## config.mk

```make
export PLATFORM = sky130hd
export DESIGN_NAME = lumi_link_scheduler
export DESIGN_NICKNAME = d
export VERILOG_FILES = /design/src/rtl/lumi_link_scheduler.sv
export SDC_FILE = /design/constraint.sdc
export NUM_CORES = 1
export LEC_CHECK = 0
export CORE_AREA = 2 2 81 90
export DETAILED_ROUTE_END_ITERATION = 8
export DIE_AREA = 0 0 83 92
export GPL_TIMING_DRIVEN = 0
export PLACE_DENSITY = 0.9
export SLEW_MARGIN = 20
export SYNTH_ARGS = -nofsm -noshare
export SYNTH_HDL_FRONTEND = slang
export SYNTH_SLANG_ARGS = --single-unit
```

## constraint.sdc

```tcl
create_clock -name clk_par -period 2.9 [get_ports clk_par]
set_clock_uncertainty 0.15 [all_clocks]
set_input_delay 0.29 -clock clk_par [delete_from_list [all_inputs] [get_ports clk_par]]
set_output_delay 0.29 -clock clk_par [all_outputs]
set_load 0.01 [all_outputs]
```

## src/rtl/lumi_link_scheduler.sv

```systemverilog
// -----------------------------------------------------------------------------
// lumi_link_scheduler
//
// Frames luminosity payloads from N_REQ requesters onto the single 16-bit
// parallel word feeding the lumi DDR serializer. Exactly one word leaves per
// clk_par cycle: idle filler, sync, header, payload, trailer (and CRC when
// enabled). Requesters are granted round-robin, one per frame, and a sync
// word is inserted periodically between frames to keep the deserializer
// aligned.
//
// Ports
//   clk_par    in   parallel-word clock
//   reset_n    in   synchronous, active-low reset
//   enable     in   gates the start of new frames only
//   req_valid  in   [N_REQ]     requester has a payload word
//   req_data   in   [16*N_REQ]  payload words, requester i at [16i+15:16i]
//   req_last   in   [N_REQ]     current word ends the requester's packet
//   req_ready  out  [N_REQ]     word accepted this cycle (combinational)
//   par_word   out  [16]        registered word to the serializer
//   par_ctrl   out  1           registered, high for every non-payload word
//   frame_seq  out  [8]         sequence number of the last header sent
//
// Build option
//   LUMI_SCHED_CRC_EN  when defined, every trailer is followed by a
//                      CRC-16-CCITT word (poly 0x1021, init 0xFFFF) covering
//                      the accepted payload words of the frame.
// -----------------------------------------------------------------------------
module lumi_link_scheduler #(
    parameter int          N_REQ       = 4,
    parameter int          MAX_LEN     = 16,
    parameter int          SYNC_PERIOD = 64,
    parameter logic [15:0] IDLE_WORD   = 16'hBC50,
    parameter logic [15:0] SYNC_WORD   = 16'hBC3C
) (
    input  logic                 clk_par,
    input  logic                 reset_n,
    input  logic                 enable,
    input  logic [N_REQ-1:0]     req_valid,
    input  logic [16*N_REQ-1:0]  req_data,
    input  logic [N_REQ-1:0]     req_last,
    output logic [N_REQ-1:0]     req_ready,
    output logic [15:0]          par_word,
    output logic                 par_ctrl,
    output logic [7:0]           frame_seq
);

    localparam int SCW = $clog2(SYNC_PERIOD);

    typedef enum logic [2:0] {
        S_IDLE,
        S_SYNC,
        S_HEADER,
        S_PAYLOAD,
        S_TRAILER
`ifdef LUMI_SCHED_CRC_EN
        , S_CRC
`endif
    } state_t;

    state_t          state;
    state_t          next_state;
    logic [2:0]      grant;
    logic [2:0]      rr_ptr;
    logic [7:0]      seq;
    logic [7:0]      len;
    logic [7:0]      len_inc;
    logic [SCW-1:0]  sync_cnt;
    logic            sync_due;
    logic [2:0]      pick;
    logic            found;
    logic            g_valid;
    logic            g_last;
    logic [15:0]     g_data;
    logic            accept;
    logic [15:0]     word_d;
    logic            ctrl_d;

`ifdef LUMI_SCHED_CRC_EN
    logic [15:0]     crc;

    // One CRC-16-CCITT step over a 16-bit word, MSB first.
    function automatic logic [15:0] crc16_step(input logic [15:0] c, input logic [15:0] d);
        logic [15:0] r;
        logic        fb;
        r = c;
        for (int b = 15; b >= 0; b--) begin
            fb = r[15] ^ d[b];
            r  = {r[14:0], 1'b0};
            if (fb) r = r ^ 16'h1021;
        end
        return r;
    endfunction
`endif

    assign sync_due = (sync_cnt >= SCW'(SYNC_PERIOD - 1));
    assign len_inc  = len + 8'd1;

    // Round-robin pick: first valid requester at or above rr_ptr, otherwise
    // wrap around to the lowest-numbered valid requester.
    always_comb begin
        pick  = '0;
        found = 1'b0;
        for (int i = 0; i < N_REQ; i++) begin
            if (!found && req_valid[i] && (3'(i) >= rr_ptr)) begin
                pick  = 3'(i);
                found = 1'b1;
            end
        end
        for (int i = 0; i < N_REQ; i++) begin
            if (!found && req_valid[i]) begin
                pick  = 3'(i);
                found = 1'b1;
            end
        end
    end

    // Select the granted requester's handshake signals and raise its ready
    // only while payload is being transferred.
    always_comb begin
        g_valid   = 1'b0;
        g_last    = 1'b0;
        g_data    = '0;
        req_ready = '0;
        for (int i = 0; i < N_REQ; i++) begin
            if (grant == 3'(i)) begin
                g_valid = req_valid[i];
                g_last  = req_last[i];
                g_data  = req_data[16*i +: 16];
            end
            if (state == S_PAYLOAD) req_ready[i] = (grant == 3'(i));
        end
    end

    // Next-state and next-output decode. The word computed here is
    // registered, so a state's word appears one cycle after that state.
    always_comb begin
        next_state = state;
        word_d     = IDLE_WORD;
        ctrl_d     = 1'b1;
        accept     = 1'b0;
        unique case (state)
            S_IDLE: begin
                if (sync_due)              next_state = S_SYNC;
                else if (enable && found)  next_state = S_HEADER;
            end
            S_SYNC: begin
                word_d     = SYNC_WORD;
                next_state = S_IDLE;
            end
            S_HEADER: begin
                word_d     = {4'hA, 1'b0, grant, seq};
                next_state = S_PAYLOAD;
            end
            S_PAYLOAD: begin
                // A stalled requester yields the idle filler with ctrl high.
                if (g_valid) begin
                    accept = 1'b1;
                    word_d = g_data;
                    ctrl_d = 1'b0;
                    if (g_last || (len_inc == 8'(MAX_LEN))) next_state = S_TRAILER;
                end
            end
            S_TRAILER: begin
                word_d = {4'hE, 1'b0, grant, len};
`ifdef LUMI_SCHED_CRC_EN
                next_state = S_CRC;
`else
                next_state = S_IDLE;
`endif
            end
`ifdef LUMI_SCHED_CRC_EN
            S_CRC: begin
                word_d     = crc;
                next_state = S_IDLE;
            end
`endif
            default: next_state = S_IDLE;
        endcase
    end

    // State, output and bookkeeping registers. Reset lands in SYNC so the
    // first word after release realigns the deserializer.
    always_ff @(posedge clk_par) begin
        if (!reset_n) begin
            state     <= S_SYNC;
            par_word  <= IDLE_WORD;
            par_ctrl  <= 1'b1;
            grant     <= '0;
            rr_ptr    <= '0;
            seq       <= '0;
            frame_seq <= '0;
            len       <= '0;
            sync_cnt  <= '0;
        end else begin
            state    <= next_state;
            par_word <= word_d;
            par_ctrl <= ctrl_d;
            if (state == S_SYNC)  sync_cnt <= '0;
            else if (!sync_due)   sync_cnt <= sync_cnt + SCW'(1);
            if (state == S_IDLE && next_state == S_HEADER) grant <= pick;
            if (state == S_HEADER) begin
                frame_seq <= seq;
                seq       <= seq + 8'd1;
            end
            if (accept) len <= len_inc;
            if (state == S_TRAILER) begin
                rr_ptr <= (grant == 3'(N_REQ - 1)) ? 3'd0 : grant + 3'd1;
                len    <= '0;
            end
        end
    end

`ifdef LUMI_SCHED_CRC_EN
    // Frame CRC restarts at each header and absorbs accepted payload only.
    always_ff @(posedge clk_par) begin
        if (!reset_n)                crc <= 16'hFFFF;
        else if (state == S_HEADER)  crc <= 16'hFFFF;
        else if (accept)             crc <= crc16_step(crc, g_data);
    end
`endif

endmodule

```

### Yosys cells after proc, flatten, opt, wreduce, memory -nomap -nowiden

Index checks and enable logic that the tools add are counted.
W data, S select, Z words.

| cells by class | value |
|---|---|
| $add $sub $neg | 4 |
| $lt $le $gt $ge | 5 |
| equality and inequality tests | 9 |
| multiplexer cells | 42 |
| bitwise operators | 1 |
| reductions and logical operators | 26 |

Operators with widths:

| cell | number |
|---|---|
| $mux W16 | 5 |
| $pmux W16 S4 | 1 |
| $mux W3 | 11 |
| $mux W1 | 24 |
| $add A8 B1 Y8 const B | 2 |
| $eq A3 B2 Y1 const B | 5 |
| $logic_and A1 B1 Y1 | 13 |
| $pmux W3 S3 | 1 |
| $eq A8 B5 Y1 const B | 1 |
| $logic_not A1 Y1 | 7 |
| $add A6 B1 Y6 const B | 1 |
| $eq A3 B1 Y1 const B | 2 |
| $ge A1 B3 Y1 const A | 2 |
| $ge A2 B3 Y1 const A | 2 |
| $ge A6 B6 Y1 const B | 1 |
| $logic_not A3 Y1 | 2 |
| $reduce_or A2 Y1 | 2 |
| $add A3 B1 Y3 const B | 1 |
| $eq A3 B3 Y1 const B | 1 |
| $reduce_and A2 Y1 | 1 |
| $logic_or A1 B1 Y1 | 1 |
| $not A1 Y1 | 1 |

| storage, ports and cells | value |
|---|---|
| register bits after elaboration | 56 |
| input bits | 75 |
| output and inout port bits | 29 |
| logic and storage cells | 96 |

### Logic depth before layout (Yosys ltp)

Gate-level depths: netlist of the first run.

| depth | value |
|---|---|
| depth after elaboration | 33 |
| mapped depth | 9 |
| depth with buffers taken out | 7 |

### Least setup slack after synthesis of the first run

OpenSTA, ideal clock, no wires.

| timing path | value |
|---|---|
| kind | flip-flop to flip-flop |
| start | register grant[1] |
| end | register par_word[13] |
| library setup time | 122 ps |
| arrival time | 1958 ps |
| data required time | 2628 ps |
| path slack | 670 ps |
| stages on the path, launching flop included | 9 |
| path through | dfxtp_1 > inv_1 > ha_1 > buf_4 > nand3b_4 > a2111oi_4 > nand4_2 > buf_6 > a221o_1 |

| between the ends | value |
|---|---|
| word-level cells in the longest chain between the ends | 7 |
| elaborated cells between the ends (all ways) | 14 |

RTL lines:

| element | line | text |
|---|---|---|
| start: declaration | 62 | `logic [2:0] grant;` |
| start signal: assignment | 200 | `if (state == S_IDLE && next_state == S_HEADER) grant <= pick;` |
| $logic_not A3 Y1 | 125 | `if (grant == 3'(i)) begin` |
| $mux W16 or $mux W1 (tied branches) (4 in a row) | 125 |  |
| $mux W16 * | 156 | `if (g_valid) begin` |
| $pmux W16 S4 * | 141 | `unique case (state)` |
| end signal: assignment | 196 | `par_word <= word_d;` |
| end: declaration | 42 | `output logic [15:0] par_word,` |

Every way passes the cells marked *; elsewhere a longest branch is shown, timed or not.
A chain may end at the register's enable or synchronous reset.

### Final worst setup path of the first run

| timing path | value |
|---|---|
| start | register grant[0] |
| end | output port req_ready[3] |

| between the ends | value |
|---|---|
| word-level cells in the longest chain between the ends | 2 |

RTL lines:

| element | line | text |
|---|---|---|
| $eq A3 B2 Y1 | 130 | `if (state == S_PAYLOAD) req_ready[i] = (grant == 3'(i));` |
| $mux W1 | 130 |  |
| end: declaration | 41 | `output logic [N_REQ-1:0] req_ready,` |

No other way between the ends.

==> results.sh, run 1 <==
export IMPL_outcome="complete, no violations"
export IMPL_cp_required_ns=2.46
export IMPL_gr_total_overflow=0
export IMPL_antenna_cells=0
export IMPL_power_density_mw_per_mm2=368
export IMPL_grt_pass1_vias=3017
export IMPL_drive_above_1_share_pct=5.21
export IMPL_clkLatencyLatePin_ns=0.32
export IMPL_die_w_um=83
export IMPL_post_route_period_util_pct=93.0
export IMPL_place_hpwl_um=6900
export IMPL_drtPass1Iterations=4
export IMPL_maxSlewHeadroom_pct=58.8
export IMPL_highest_layer="met4"
export IMPL_num_vias=3043
export IMPL_syn_avg_cell_area_um2=8.37
export IMPL_dr_wl_met2_um=4500
export IMPL_netlist_instances=351
export IMPL_fin_hold_ws_ns=0.251
export IMPL_fin_crit_ns=2.70
export IMPL_rsz0062_at_grt="no"
export IMPL_crit_chain="ha_1 > inv_1 > clkbuf_1 > nor2_1 > clkdlybuf4s50_1"
export IMPL_path_clk_slew_ns=0.09
export IMPL_drt_iter0_drc=210
export IMPL_syn_num_nets=433
export IMPL_setup_viol=0
export IMPL_slowest_delay_ns=0.56
export IMPL_async_flop_share_pct=0
export IMPL_crit_fanout=10
export IMPL_synth_seq_cells=54
export IMPL_io_buffers=102
export IMPL_synth_edf_count=0
export IMPL_crit_arrival_ns=2.26
export IMPL_cap_violations=0
export IMPL_ys_warn_count=0
export IMPL_rows=32
export IMPL_start_kind="flip-flop"
export IMPL_synth_area_mm2=0.00294
export IMPL_htreeDepth=2
export IMPL_drv_slew=0
export IMPL_die_area_mm2=0.00764
export IMPL_ant_nets=0
export IMPL_synthFlopType="dfxtp_1"
export IMPL_via_per_inst=5.57
export IMPL_coreArea_mm2=0.00685
export IMPL_synth_cell_type_count=48
export IMPL_peakVddDrop_mv=0.175
export IMPL_cp_end_kind="primary output"
export IMPL_cts_path_max_buffers=2
export IMPL_ios=104
export IMPL_post_dp_cell_area_mm2=0.00407
export IMPL_gp_congestion=0.893
export IMPL_nets=542
export IMPL_die_y_um=92
export IMPL_numClockSinks=54
export IMPL_tightest_slew_ns=0.618
export IMPL_critPathKind="flip-flop to primary output"
export IMPL_antenna_found_initial=0
export IMPL_grt_pass1_wl_um=14100
export IMPL_cts_buffers=5
export IMPL_postCtsSetupBuffers=0
export IMPL_fmax_mhz=371
export IMPL_grt_util_all_layers_pct=22.4
export IMPL_hold_class="primary input to flip-flop"
export IMPL_stdcell_area_mm2=0.00417
export IMPL_leakage_nw=1.52
export IMPL_start_util_pct=42.9
export IMPL_wl_met3_um=474
export IMPL_m1WireLength_um=3630
export IMPL_dpl_worst_slack_ns=0.237
export IMPL_ys_seq_area_share_pct=36.8
export IMPL_grt_max_degree=18
export IMPL_post_route_util_pct=60.8
export IMPL_hold_viol_final=0
export IMPL_syn2layout_area_growth_pct=41.8
export IMPL_tns_ns=0
export IMPL_fin_ws_ns=0.203
export IMPL_cts_root_buffer="clkbuf_8"
export IMPL_cp_slowest_cell="clkdlybuf4s50_1"
export IMPL_cts_tree="done"
export IMPL_drc_errors=0
export IMPL_drt_total_wl_um=8830
export IMPL_wl_per_cell_um=16.2
[kinds of logic after synthesis]
kind of cell,synth area share (%)
simple gates,22.4
compound gates,23.3
flops,36.8
buf+inv,5.07
xor+xnor,5.07
mux,4.47
fa+ha+maj,2.98
[cells in the mapped netlist (all sizes together) (3+ instances only)]
cell	n	area [um2]
xnor2	9	78.8
nor2	24	90.1
a221oi	3	26.3
xor2	8	70.1
a211oi	8	70.1
dfxtp	54	1080
nand2	25	93.8
clkbuf	18	68.8
nand3	11	55.1
ha	7	87.6
nand3b	6	57.6
and3	7	43.8
o21a	5	37.5
a22oi	7	52.6
and2	11	68.8
nand2b	5	31.3
nor3b	4	30.0
o221ai	7	61.3
buf	6	38.8
mux2i	12	120
inv	11	41.3
o22ai	7	43.8
nand4	5	37.5
a21oi	28	140
o21ai	27	135
nor2b	13	81.3
[critical path: cells and delay by family (launching register included)]
| kind | cells | cell delay (ns) |
|---|---|---|
| flops | 1 | 0.46 |
| fa+ha+maj | 1 | 0.35 |
| simple gates | 1 | 0.18 |
| buf+inv | 3 | 0.97 |
[sequential cells by signal (all words and copies together) (netlist names)]
name and flops:
par_word 16, frame_seq 8, len 8, seq 8, sync_cnt 6, state 3
grant 2, rr_ptr 2, par_ctrl 1
[report_power, final]
group | switching [mW] | internal [mW] | leakage, nW
registers | 0.0113 | 0.758 | 0.438
clock network | 0.261 | 0.197 | 0.0478
logic | 0.138 | 0.168 | 1.03
[layer usage]
metal / vias to the layer above / global-route usage (%)
met3: 19 / 5.58
met4: 0 / 7.92
met5: - / 0
met2: 119 / 41.2
met1: 1424 / 24.9
li1: 1481 / -
[layout by cell type (no fill, tap or decap), types with 3 or more instances in the layout]
| cell | count |
|---|---|
| clkdlybuf4s50_1 | 102 |
| inv_1 | 11 |
| nor2b_1 | 13 |
| nor2_1 | 24 |
| a21oi_1 | 28 |
| and2_1 | 11 |
| xnor2_1 | 9 |
| o21a_1 | 5 |
| buf_2 | 4 |
| clkbuf_8 | 6 |
| nand4_1 | 4 |
| a221oi_1 | 3 |
| nand3b_1 | 5 |
| nand2b_1 | 5 |
| a22oi_1 | 7 |
| o22ai_1 | 7 |
| clkbuf_1 | 16 |
| nand2_1 | 25 |
| and3_1 | 7 |
| nand3_1 | 11 |
| xor2_1 | 8 |
| a211oi_1 | 6 |
| mux2i_1 | 12 |
| dfxtp_1 | 54 |
| o21ai_0 | 26 |
| o221ai_1 | 7 |
| ha_1 | 7 |
| nor3b_1 | 4 |
[path summary, 6_finish.rpt]
path	slack (ns)	to	depth (start not counted)	start
setup / recovery	0.20	req_ready[3]	5	grant[0]$_SDFFE_PN0P_
hold / removal	0.25	grant[0]$_SDFFE_PN0P_	3	reset_n
setup reg to reg	0.27	par_word[13]$_SDFF_PN1_	7	grant[0]$_SDFFE_PN0P_
hold reg to reg	0.36	sync_cnt[5]$_SDFFE_PP0P_	1	sync_cnt[5]$_SDFFE_PP0P_
[final cells by class]
cell class                      instances  area (um2)
Buffer                                 24         109
Clock buffer                            6        82.6
Clock inverter                          2        16.3
Fill cell                             557        2680
Inverter                               11        41.3
Multi-Input combinational cell        262        1710
Sequential cell                        54        1080
Tap cell                               85         106
Timing Repair Buffer                  102        1020
[timing repair]
item | 4_1_cts | 5_1_grt
setup endpoints to repair | 0 | 1
hold buffers | 0 | 0
resized for setup | 0 | 2
[per-stage QoR]
stage / cells / power [mW]
after CTS: 546 / 1.53
after floorplan: 351 / 0.921
after global routing: 546 / 1.59
after detailed placement: 538 / 1.09
final: 546 / 1.53
after global placement: 538 / 1.08
Note: power is estimated with default switching activity, not from simulation.
==> inputs of run 2 (changes only) <==
--- a/config.mk
+++ b/config.mk
@@ -5,6 +5,7 @@
 export SDC_FILE = /design/constraint.sdc
 export NUM_CORES = 1
 export LEC_CHECK = 0
+export ABC_CLOCK_PERIOD_IN_PS = 2900
 export CORE_AREA = 2 2 81 90
 export DETAILED_ROUTE_END_ITERATION = 8
 export DIE_AREA = 0 0 83 92
==> results of run 2 <==
Same layout as run 1: the final DEF is identical, and so are final timing and power.
==> inputs of run 3 (changes only) <==
--- a/config.mk
+++ b/config.mk
@@ -6,9 +6,9 @@
 export NUM_CORES = 1
 export LEC_CHECK = 0
 export ABC_CLOCK_PERIOD_IN_PS = 2900
-export CORE_AREA = 2 2 81 90
+export CORE_AREA = 2 2 76 96
 export DETAILED_ROUTE_END_ITERATION = 8
-export DIE_AREA = 0 0 83 92
+export DIE_AREA = 0 0 78 98
 export GPL_TIMING_DRIVEN = 0
 export PLACE_DENSITY = 0.9
 export SLEW_MARGIN = 20
==> run 3 against run 2 <==
  * Setup slack worse by 0.026 ns
  * Power down 1.7%
  * Global-route usage up 0.34 points
  * Wire length down 0.23%
  * Largest cell class unchanged
  * Sequential share of layout area about the same
  * First-iteration DRC count down 31%
  * Via count down 0.23%
  * Sequential cell count unchanged
==> results.sh, run 3 (same netlist as run 1, synthesis figures left out) <==
export IMPL_ant_nets=0
export IMPL_cp_end_kind="flip-flop"
export IMPL_post_dp_cell_area_mm2=0.00407
export IMPL_die_w_um=78
export IMPL_drv_slew=0
export IMPL_rsz0062_at_grt="no"
export IMPL_place_hpwl_um=6710
export IMPL_cp_slowest_cell="a2111oi_4"
export IMPL_wl_per_cell_um=16.0
export IMPL_stdcell_area_mm2=0.00416
export IMPL_fin_hold_ws_ns=0.260
export IMPL_cts_tree="done"
export IMPL_critPathKind="flip-flop to flip-flop"
export IMPL_tightest_slew_ns=0.624
export IMPL_slowest_delay_ns=0.60
export IMPL_gr_total_overflow=0
export IMPL_via_per_inst=5.52
export IMPL_grt_pass1_vias=3034
export IMPL_grt_util_all_layers_pct=22.7
export IMPL_cts_root_buffer="clkbuf_8"
export IMPL_final_cell_mix="clkdlybuf4s50_1 (102), dfxtp_1 (54), a21oi_1 (28)"
export IMPL_gp_congestion=0.943
export IMPL_ctsResizeCount=0
export IMPL_antenna_cells=0
export IMPL_crit_fanout=19
export IMPL_path_clk_slew_ns=0.10
export IMPL_peakVddDrop_mv=0.284
export IMPL_cap_violations=0
export IMPL_clkLatencyLatePin_ns=0.31
export IMPL_layout_commonest_cell="clkdlybuf4s50_1"
export IMPL_crit_arrival_ns=2.78
export IMPL_numClockSinks=54
export IMPL_cts_path_max_buffers=2
export IMPL_drt_total_wl_um=8810
export IMPL_crit_chain="inv_1 > ha_1 > buf_2 > nand3b_4 > a2111oi_4 > nand4_2 > buf_6 > a221o_1"
export IMPL_start_util_pct=43.2
export IMPL_nets=541
export IMPL_drive_above_1_share_pct=5.00
export IMPL_fin_ws_ns=0.177
export IMPL_syn2layout_area_growth_pct=41.7
export IMPL_fmax_mhz=367
export IMPL_outcome="complete, no violations"
export IMPL_postCtsSetupBuffers=0
export IMPL_power_density_mw_per_mm2=362
export IMPL_ios=104
export IMPL_drt_iter0_drc=145
export IMPL_hold_class="primary input to flip-flop"
export IMPL_num_fill_cells=595
export IMPL_rows=34
export IMPL_antenna_found_initial=0
export IMPL_die_y_um=98
export IMPL_maxSlewHeadroom_pct=58.4
export IMPL_num_vias=3036
export IMPL_tns_ns=0
export IMPL_setup_viol=0
export IMPL_holdBufCountCts=0
export IMPL_regMostFlops="par_word"
export IMPL_p_total_mw=1.51
export IMPL_dpl_worst_slack_ns=0.295
export IMPL_htreeDepth=2
export IMPL_io_buffers=102
export IMPL_post_route_period_util_pct=93.9
export IMPL_grt_pass1_wl_um=14100
export IMPL_cts_buffers=5
export IMPL_drc_errors=0
export IMPL_grt_max_degree=16
export IMPL_fin_crit_ns=2.72
export IMPL_coreArea_mm2=0.00681
export IMPL_start_kind="flip-flop"
export IMPL_drtPass1Iterations=4
export IMPL_hold_viol_final=0
export IMPL_cp_required_ns=2.96
export IMPL_leakage_nw=1.51
export IMPL_largest_register_ff_count=16
export IMPL_die_area_mm2=0.00764
==> run 3: cell count changes in the layout (fill, tap and decap cells not counted), sizes merged <==
| cell | before | now |
|---|---|---|
| clkinv | 0 | 1 |
| clkinvlp | 1 | 0 |
| inv | 12 | 11 |
==> run 3: layout make-up <==
class                      count  area (um2)  share of cell area [%]
buffer                        23         104                    2.50
inverter                      11        41.3                   0.992
clock inverter                 1        5.00                   0.120
timing repair buffer         102        1020                    24.5
multi-input combinational    262        1710                    41.1
clock buffer                   7        86.3                    2.07
tap                           90         113                    2.71
sequential                    54        1080                    26.0
==> run 3: worst paths after layout <==
kind | slack [ns] | start | cells after the start | end
worst max-delay path | 0.18 | grant[0]$_SDFFE_PN0P_ | 8 | par_word[13]$_SDFF_PN1_
worst min-delay path | 0.26 | reset_n | 3 | grant[0]$_SDFFE_PN0P_
worst max register to register | 0.18 | grant[0]$_SDFFE_PN0P_ | 8 | par_word[13]$_SDFF_PN1_
worst min register to register | 0.38 | sync_cnt[5]$_SDFFE_PP0P_ | 1 | sync_cnt[5]$_SDFFE_PP0P_
==> run 3: layer usage <==
layer	track usage (%)	vias up	share of wire (%)
met4	7.02	0	2.1
li1	-	1480	-
met3	5.27	18	7.8
met5	0	-	0
met1	24.8	1399	41
met2	42.9	139	49
==> run 3: through the flow <==
stage          util (%)  instances
2_1_floorplan         -        351
3_3_place_gp       59.8        543
3_5_place_dp       59.8        543
4_1_cts            61.2        551
5_1_grt            61.1        550
6_report           61.1        550
==> run 3: critical path: cells and delay by family, from the launching register on <==
kind	cells	cell delay, ns
DFF	1	0.39
adders and majority gates	1	0.14
buffers and inverters	3	0.67
AOI/OAI and AO/OA	2	0.85
and+or+nand+nor	2	0.41
==> run 3: power by group <==
group          switching, mW  internal, mW
sequential            0.0122         0.758
clock                  0.241         0.193
combinational          0.136         0.167
total                  0.389          1.12
